`src/rtl/sram_arb_pkg.sv`:
```
// rtl/sram_arb_pkg.sv - shared types and defaults for the frame SRAM port arbiter
package sram_arb_pkg;

   localparam int ADDR_W_DEF = 19;
   localparam int DATA_W_DEF = 16;

   typedef enum logic [1:0] {
      S_IDLE   = 2'd0,
      S_ACCESS = 2'd1,
      S_DONE   = 2'd2
   } state_t;

   typedef enum logic [1:0] {
      P0 = 2'd0,
      P1 = 2'd1,
      P2 = 2'd2
   } port_t;

endpackage

```
`src/rtl/sram_arb_pick.sv`:
```
// rtl/sram_arb_pick.sv - owner selection: writer priority with starvation cap, round-robin between readers
module sram_arb_pick
   import sram_arb_pkg::*;
#(
   parameter int STARVE_LIMIT = 4
) (
   input  logic       wclk,
   input  logic       rst,
   input  logic [2:0] req,
   input  logic       take,
   output logic [2:0] owner
);

   localparam logic [3:0] LIMIT = 4'(STARVE_LIMIT);

   port_t      rr_last;
   logic [3:0] starve_cnt;
   logic       rd_pend;

   assign rd_pend = req[1] | req[2];

   always_comb begin
      owner = 3'b000;
      if (req[0] && !(starve_cnt == LIMIT && rd_pend))
         owner = 3'b001;
      else if (req[1] && req[2])
         owner = (rr_last == P1) ? 3'b100 : 3'b010;
      else if (req[1])
         owner = 3'b010;
      else if (req[2])
         owner = 3'b100;
   end

   // starve_cnt only grows while a read is actually waiting behind the writer
   always_ff @(posedge wclk) begin
      if (rst) begin
         rr_last    <= P2;
         starve_cnt <= '0;
      end else if (take) begin
         if (owner[0]) begin
            if (!rd_pend)
               starve_cnt <= '0;
            else if (starve_cnt != LIMIT)
               starve_cnt <= starve_cnt + 4'd1;
         end else begin
            starve_cnt <= '0;
            rr_last    <= owner[1] ? P1 : P2;
         end
      end
   end

endmodule

```
`src/rtl/sram_port_arbiter.sv`:
```
// rtl/sram_port_arbiter.sv - shares the frame SRAM between the camera writer and two readers
module sram_port_arbiter
   import sram_arb_pkg::*;
#(
   parameter int ADDR_W        = ADDR_W_DEF,
   parameter int DATA_W        = DATA_W_DEF,
   parameter int ACCESS_CYCLES = 2,
   parameter int STARVE_LIMIT  = 4
) (
   input  logic              wclk,
   input  logic              rst,
   input  logic              p0_req,
   input  logic [ADDR_W-1:0] p0_addr,
   input  logic [DATA_W-1:0] p0_wdata,
   output logic              p0_gnt,
   input  logic              p1_req,
   input  logic [ADDR_W-1:0] p1_addr,
   output logic              p1_gnt,
   output logic [DATA_W-1:0] p1_rdata,
   input  logic              p2_req,
   input  logic [ADDR_W-1:0] p2_addr,
   output logic              p2_gnt,
   output logic [DATA_W-1:0] p2_rdata,
   output logic              sram_sel,
   output logic              sram_write,
   output logic              sram_read,
   output logic [ADDR_W-1:0] sram_addr,
   output logic [DATA_W-1:0] sram_wdata,
   input  logic [DATA_W-1:0] sram_rdata,
   output logic              busy
);

   state_t     state, state_n;
   logic [3:0] acc_cnt;
   logic [2:0] req, owner, owner_q;
   logic       take, last_beat;

   assign req       = {p2_req, p1_req, p0_req};
   assign last_beat = (state == S_ACCESS) && (acc_cnt == 4'd1);

   sram_arb_pick #(
      .STARVE_LIMIT(STARVE_LIMIT)
   ) u_pick (
      .wclk  (wclk),
      .rst   (rst),
      .req   (req),
      .take  (take),
      .owner (owner)
   );

   always_comb begin
      state_n = state;
      take    = 1'b0;
      case (state)
         S_IDLE: begin
            if (|req) begin
               take    = 1'b1;
               state_n = S_ACCESS;
            end
         end
         S_ACCESS: if (acc_cnt == 4'd1) state_n = S_DONE;
         S_DONE:   state_n = S_IDLE;
         default:  state_n = S_IDLE;
      endcase
   end

   // Strobes, address and data are all flops so the SRAM pins never glitch
   always_ff @(posedge wclk) begin
      if (rst) begin
         state      <= S_IDLE;
         acc_cnt    <= '0;
         owner_q    <= '0;
         sram_sel   <= 1'b0;
         sram_write <= 1'b0;
         sram_read  <= 1'b0;
         sram_addr  <= '0;
         sram_wdata <= '0;
         p0_gnt     <= 1'b0;
         p1_gnt     <= 1'b0;
         p2_gnt     <= 1'b0;
         p1_rdata   <= '0;
         p2_rdata   <= '0;
         busy       <= 1'b0;
      end else begin
         state  <= state_n;
         busy   <= (state_n != S_IDLE);
         p0_gnt <= last_beat && owner_q[0];
         p1_gnt <= last_beat && owner_q[1];
         p2_gnt <= last_beat && owner_q[2];
         if (take) begin
            owner_q    <= owner;
            acc_cnt    <= 4'(ACCESS_CYCLES);
            sram_sel   <= 1'b1;
            sram_write <= owner[0];
            sram_read  <= !owner[0];
            sram_addr  <= owner[0] ? p0_addr : (owner[1] ? p1_addr : p2_addr);
            if (owner[0])
               sram_wdata <= p0_wdata;
         end else if (state == S_ACCESS) begin
            acc_cnt <= acc_cnt - 4'd1;
            if (last_beat) begin
               sram_sel   <= 1'b0;
               sram_write <= 1'b0;
               sram_read  <= 1'b0;
               if (sram_read && owner_q[1]) p1_rdata <= sram_rdata;
               if (sram_read && owner_q[2]) p2_rdata <= sram_rdata;
            end
         end
      end
   end

endmodule
```
`config.mk`:
```
export PLATFORM = sky130hd
export DESIGN_NAME = sram_port_arbiter
export DESIGN_NICKNAME = d
export VERILOG_FILES = /design/src/rtl/sram_arb_pkg.sv /design/src/rtl/sram_arb_pick.sv /design/src/rtl/sram_port_arbiter.sv
export SDC_FILE = /design/constraint.sdc
export NUM_CORES = 1
export LEC_CHECK = 0
export BUFFER_PORTS_ARGS = -buffer_cell sky130_fd_sc_hd__buf_2
export CORE_MARGIN = 4
export CORE_UTILIZATION = 40
export DETAILED_ROUTE_END_ITERATION = 10
export PLACE_DENSITY = 0.74
export SLEW_MARGIN = 15
export SYNTH_ARGS = -nofsm -noshare
export SYNTH_HDL_FRONTEND = slang
export SYNTH_HIERARCHICAL = 1
export SYNTH_SLANG_ARGS = --single-unit
```
`constraint.sdc`:
```
create_clock -name wclk -period 2.3 [get_ports wclk]
set_input_delay 0.46 -clock wclk [delete_from_list [all_inputs] [get_ports wclk]]
set_output_delay 0.46 -clock wclk [all_outputs]
set_load 0.01 [all_outputs]
```
==> impl_metrics.ini <==
[worst_setup_path]
crit_chain = inv_1 -> ha_1 -> nand3b_1 -> o21a_1 -> nor2_2 -> buf_12 -> mux2_2 -> mux2i_1 -> o22ai_2
cpLargestDelayFamily = multiplexers
cpPeakStageDelay_ns = 0.36
start_kind = register
reg2reg_slack_ns = 0.11
path_buf_inv = 2
required_ns = 2.50
crit_slowest_cell = dfxtp_1
critPathKind = register to register
cp-end-kind = register
cp_max_fo = 19
crit_arrival_ns = 2.38

[placed_design]
gp_congestion = 0.861
io_buffer_count = 167
dpl_worst_slack_ns = 0.139
place_hpwl_mm = 7.73

[timing]
max-slew-margin-rel_pct = 43.2
tightest_slew_ns = 0.851
fin_hold_ws_ns = 0.362
setup_violations = 0
finalMaxSlewViolations = 0
hold_violations = 0
skew_ns = 0.0148
min_period_over_period_pct = 95.1
post-route-min-period_ns = 2.19
setup_tns_ns = 0
fmax_mhz = 457
rsz0062_at_grt = yes
postLayoutSetupSlackWorst_ns = 0.113

[clocking]
post_cts_buffers = 0
cts_made_buffers = 9
postCtsHoldBufs = 0
cts.sinks = 89
ctsResizeCount = 0
root_buffer = clkbuf_8
clk_pin_slew_ns = 0.09
cts_tree = done
clockBufferDepth = 2
clk-insertion-delay-late_ns = 0.34
cts_max_level = 3

[die]
fp-row-count = 36
die_x_um = 109
die_h_um = 109
pin_count = 168
core_area_um2 = 9910
initial_core_util_pct = 41.5
die-area_um2 = 12000

[power_and_ir_drop]
leakage_nw = 2.41
ir_drop_v = 0.000284
powerDensity_nw_per_um2 = 600
total_power_mw = 3.15

[detailed_routing]
vias = 3619
drt-total-wl_mm = 10.5
drt_iter0_drc = 182
ant_nets = 0
drc_errors = 0
wire_per_inst_um = 14.6
drtPass1Iterations = 4
via_per_inst = 5.06

[synthesis]
synth.top_cells.by_area = dfxtp_1 (43%), mux2i_1 (12%), nand2b_1 (10%), mux2_2 (5.5%), a21oi_1 (3.3%)
ys_dominant_reg_cell = dfxtp_1
yosysTopAreaCell = dfxtp_1
synthTopCellsByCount = dfxtp_1 (89), nand2b_1 (68), mux2i_1 (51)
ys_warn_count = 6
syn_area_per_cell_um2 = 9.82
ys_seq_area_share_pct = 43.3
synth.cell_area_um2 = 4120
yosysTopAreaCellShare_pct = 43.3
synthArstFlopShare_pct = 0
ys_types = 49
netlist_instances = 419
syn_nets = 517
synth-seq-cells = 89
yosysMostFrequentCell = dfxtp_1
synth_edf_count = 0

[grt]
grt-ovfl-total = 0
grt_max_degree = 104
grt_pass1_wl_mm = 15.9
antenna_found_initial = 0
grt_util_all_layers_pct = 16.3
grt_pass1_vias = 3471

[flow_run]
maxCapViolations = 0

[finish]
register_area_um2 = 1780
antenna_cells = 0
num-fill-cells = 911
layout-drive-gt1-share_pct = 39.0
num-nets-final = 675
final_util_pct = 53.0
area_growth_pct = 27.6
multiInputGateArea_um2 = 2160

[hold_path]
hp-class = input port to register

[status]
status = complete, no violations
==> state kept, by name, summed over array words and instances, names as in the netlist, 2 cells and up <==
| register | flops |
|---|---|
| sram_wdata | 16 |
| owner_q | 3 |
| p2_rdata | 16 |
| p1_rdata | 16 |
| u_pick/starve_cnt | 4 |
| acc_cnt | 4 |
| sram_addr | 19 |
| u_pick/rr_last | 2 |
| state | 2 |
==> final cells by class <==
class                           count  area share [%]
Multi-Input combinational cell    291            41.1
Sequential cell                    89            33.9
Timing Repair Buffer              176            17.7
Tap cell                          133            3.17
Clock buffer                       11            2.69
Clock inverter                      5           0.762
Inverter                           10           0.715
==> power breakdown <==
part | leakage [nW] | switching [mW] | total, mW | internal, mW
clock | 0.0822 | 0.544 | 0.972 | 0.429
sequential | 0.726 | 0.0444 | 1.66 | 1.61
combinational | 1.60 | 0.272 | 0.522 | 0.250
==> worst reg2reg max path, cell delays in order, from the launching register on <==
cell,delay (ns)
dfxtp_1,0.36
inv_1,0.09
ha_1,0.18
nand3b_1,0.13
o21a_1,0.27
nor2_2,0.21
buf_12,0.20
mux2_2,0.34
mux2i_1,0.16
o22ai_2,0.11
==> worst paths after layout <==
| check | startpoint | end | cells past startpoint |
|---|---|---|---|
| setup / recovery | u_pick/starve_cnt[0] | sram_addr[8] | 9 |
| hold reg to reg | owner_q[0] | p0_gnt | 1 |
| hold / removal | p0_wdata[10] | sram_wdata[10] | 3 |
| setup reg to reg | u_pick/starve_cnt[0] | sram_addr[8] | 9 |
==> placed cells by master, fill, tap and decap left out, drive strengths merged, types with 2 or more instances in the layout <==
cell type / n
nand4b: 2
nor3: 5
o21ai: 22
nand3: 19
and2: 4
a21oi: 27
o22ai: 19
a211oi: 2
or4: 2
o221ai: 4
inv: 11
ha: 4
mux2i: 51
and4: 2
clkinvlp: 3
or3b: 2
dfxtp: 89
nor2: 5
nand2b: 68
nand4: 2
nand3b: 4
buf: 176
clkbuf: 11
or3: 3
nand2: 9
mux2: 20
==> cell families after synthesis <==
logic type | after synthesis | share of synthesized area, %
and+or+nand+nor | 132 | 19.5
xor gates and xnor gates | 2 | 0.426
muxes | 71 | 17.9
AOI/OAI and AO/OA | 82 | 13.2
adders and majority gates | 4 | 1.22
buffers and inverters | 39 | 4.53
DFF | 89 | 43.3
==> layer usage <==
metal  global-route usage [%]  vias up  part of all wire, %
met4                     5.61        0                 0.83
met5                        0        -                    0
met3                     3.46        8                  7.3
met2                     29.3      131                   51
met1                     19.2     1686                   41
li1                         -     1794                    -
==> stage by stage <==
stage	cell area [µm²]	instances
3_5_place_dp	5070	699
6_report	5250	715
3_3_place_gp	5070	699
5_1_grt	5250	715
4_1_cts	5250	715
2_1_floorplan	4120	419
Note: power is estimated with default switching activity, not from simulation.
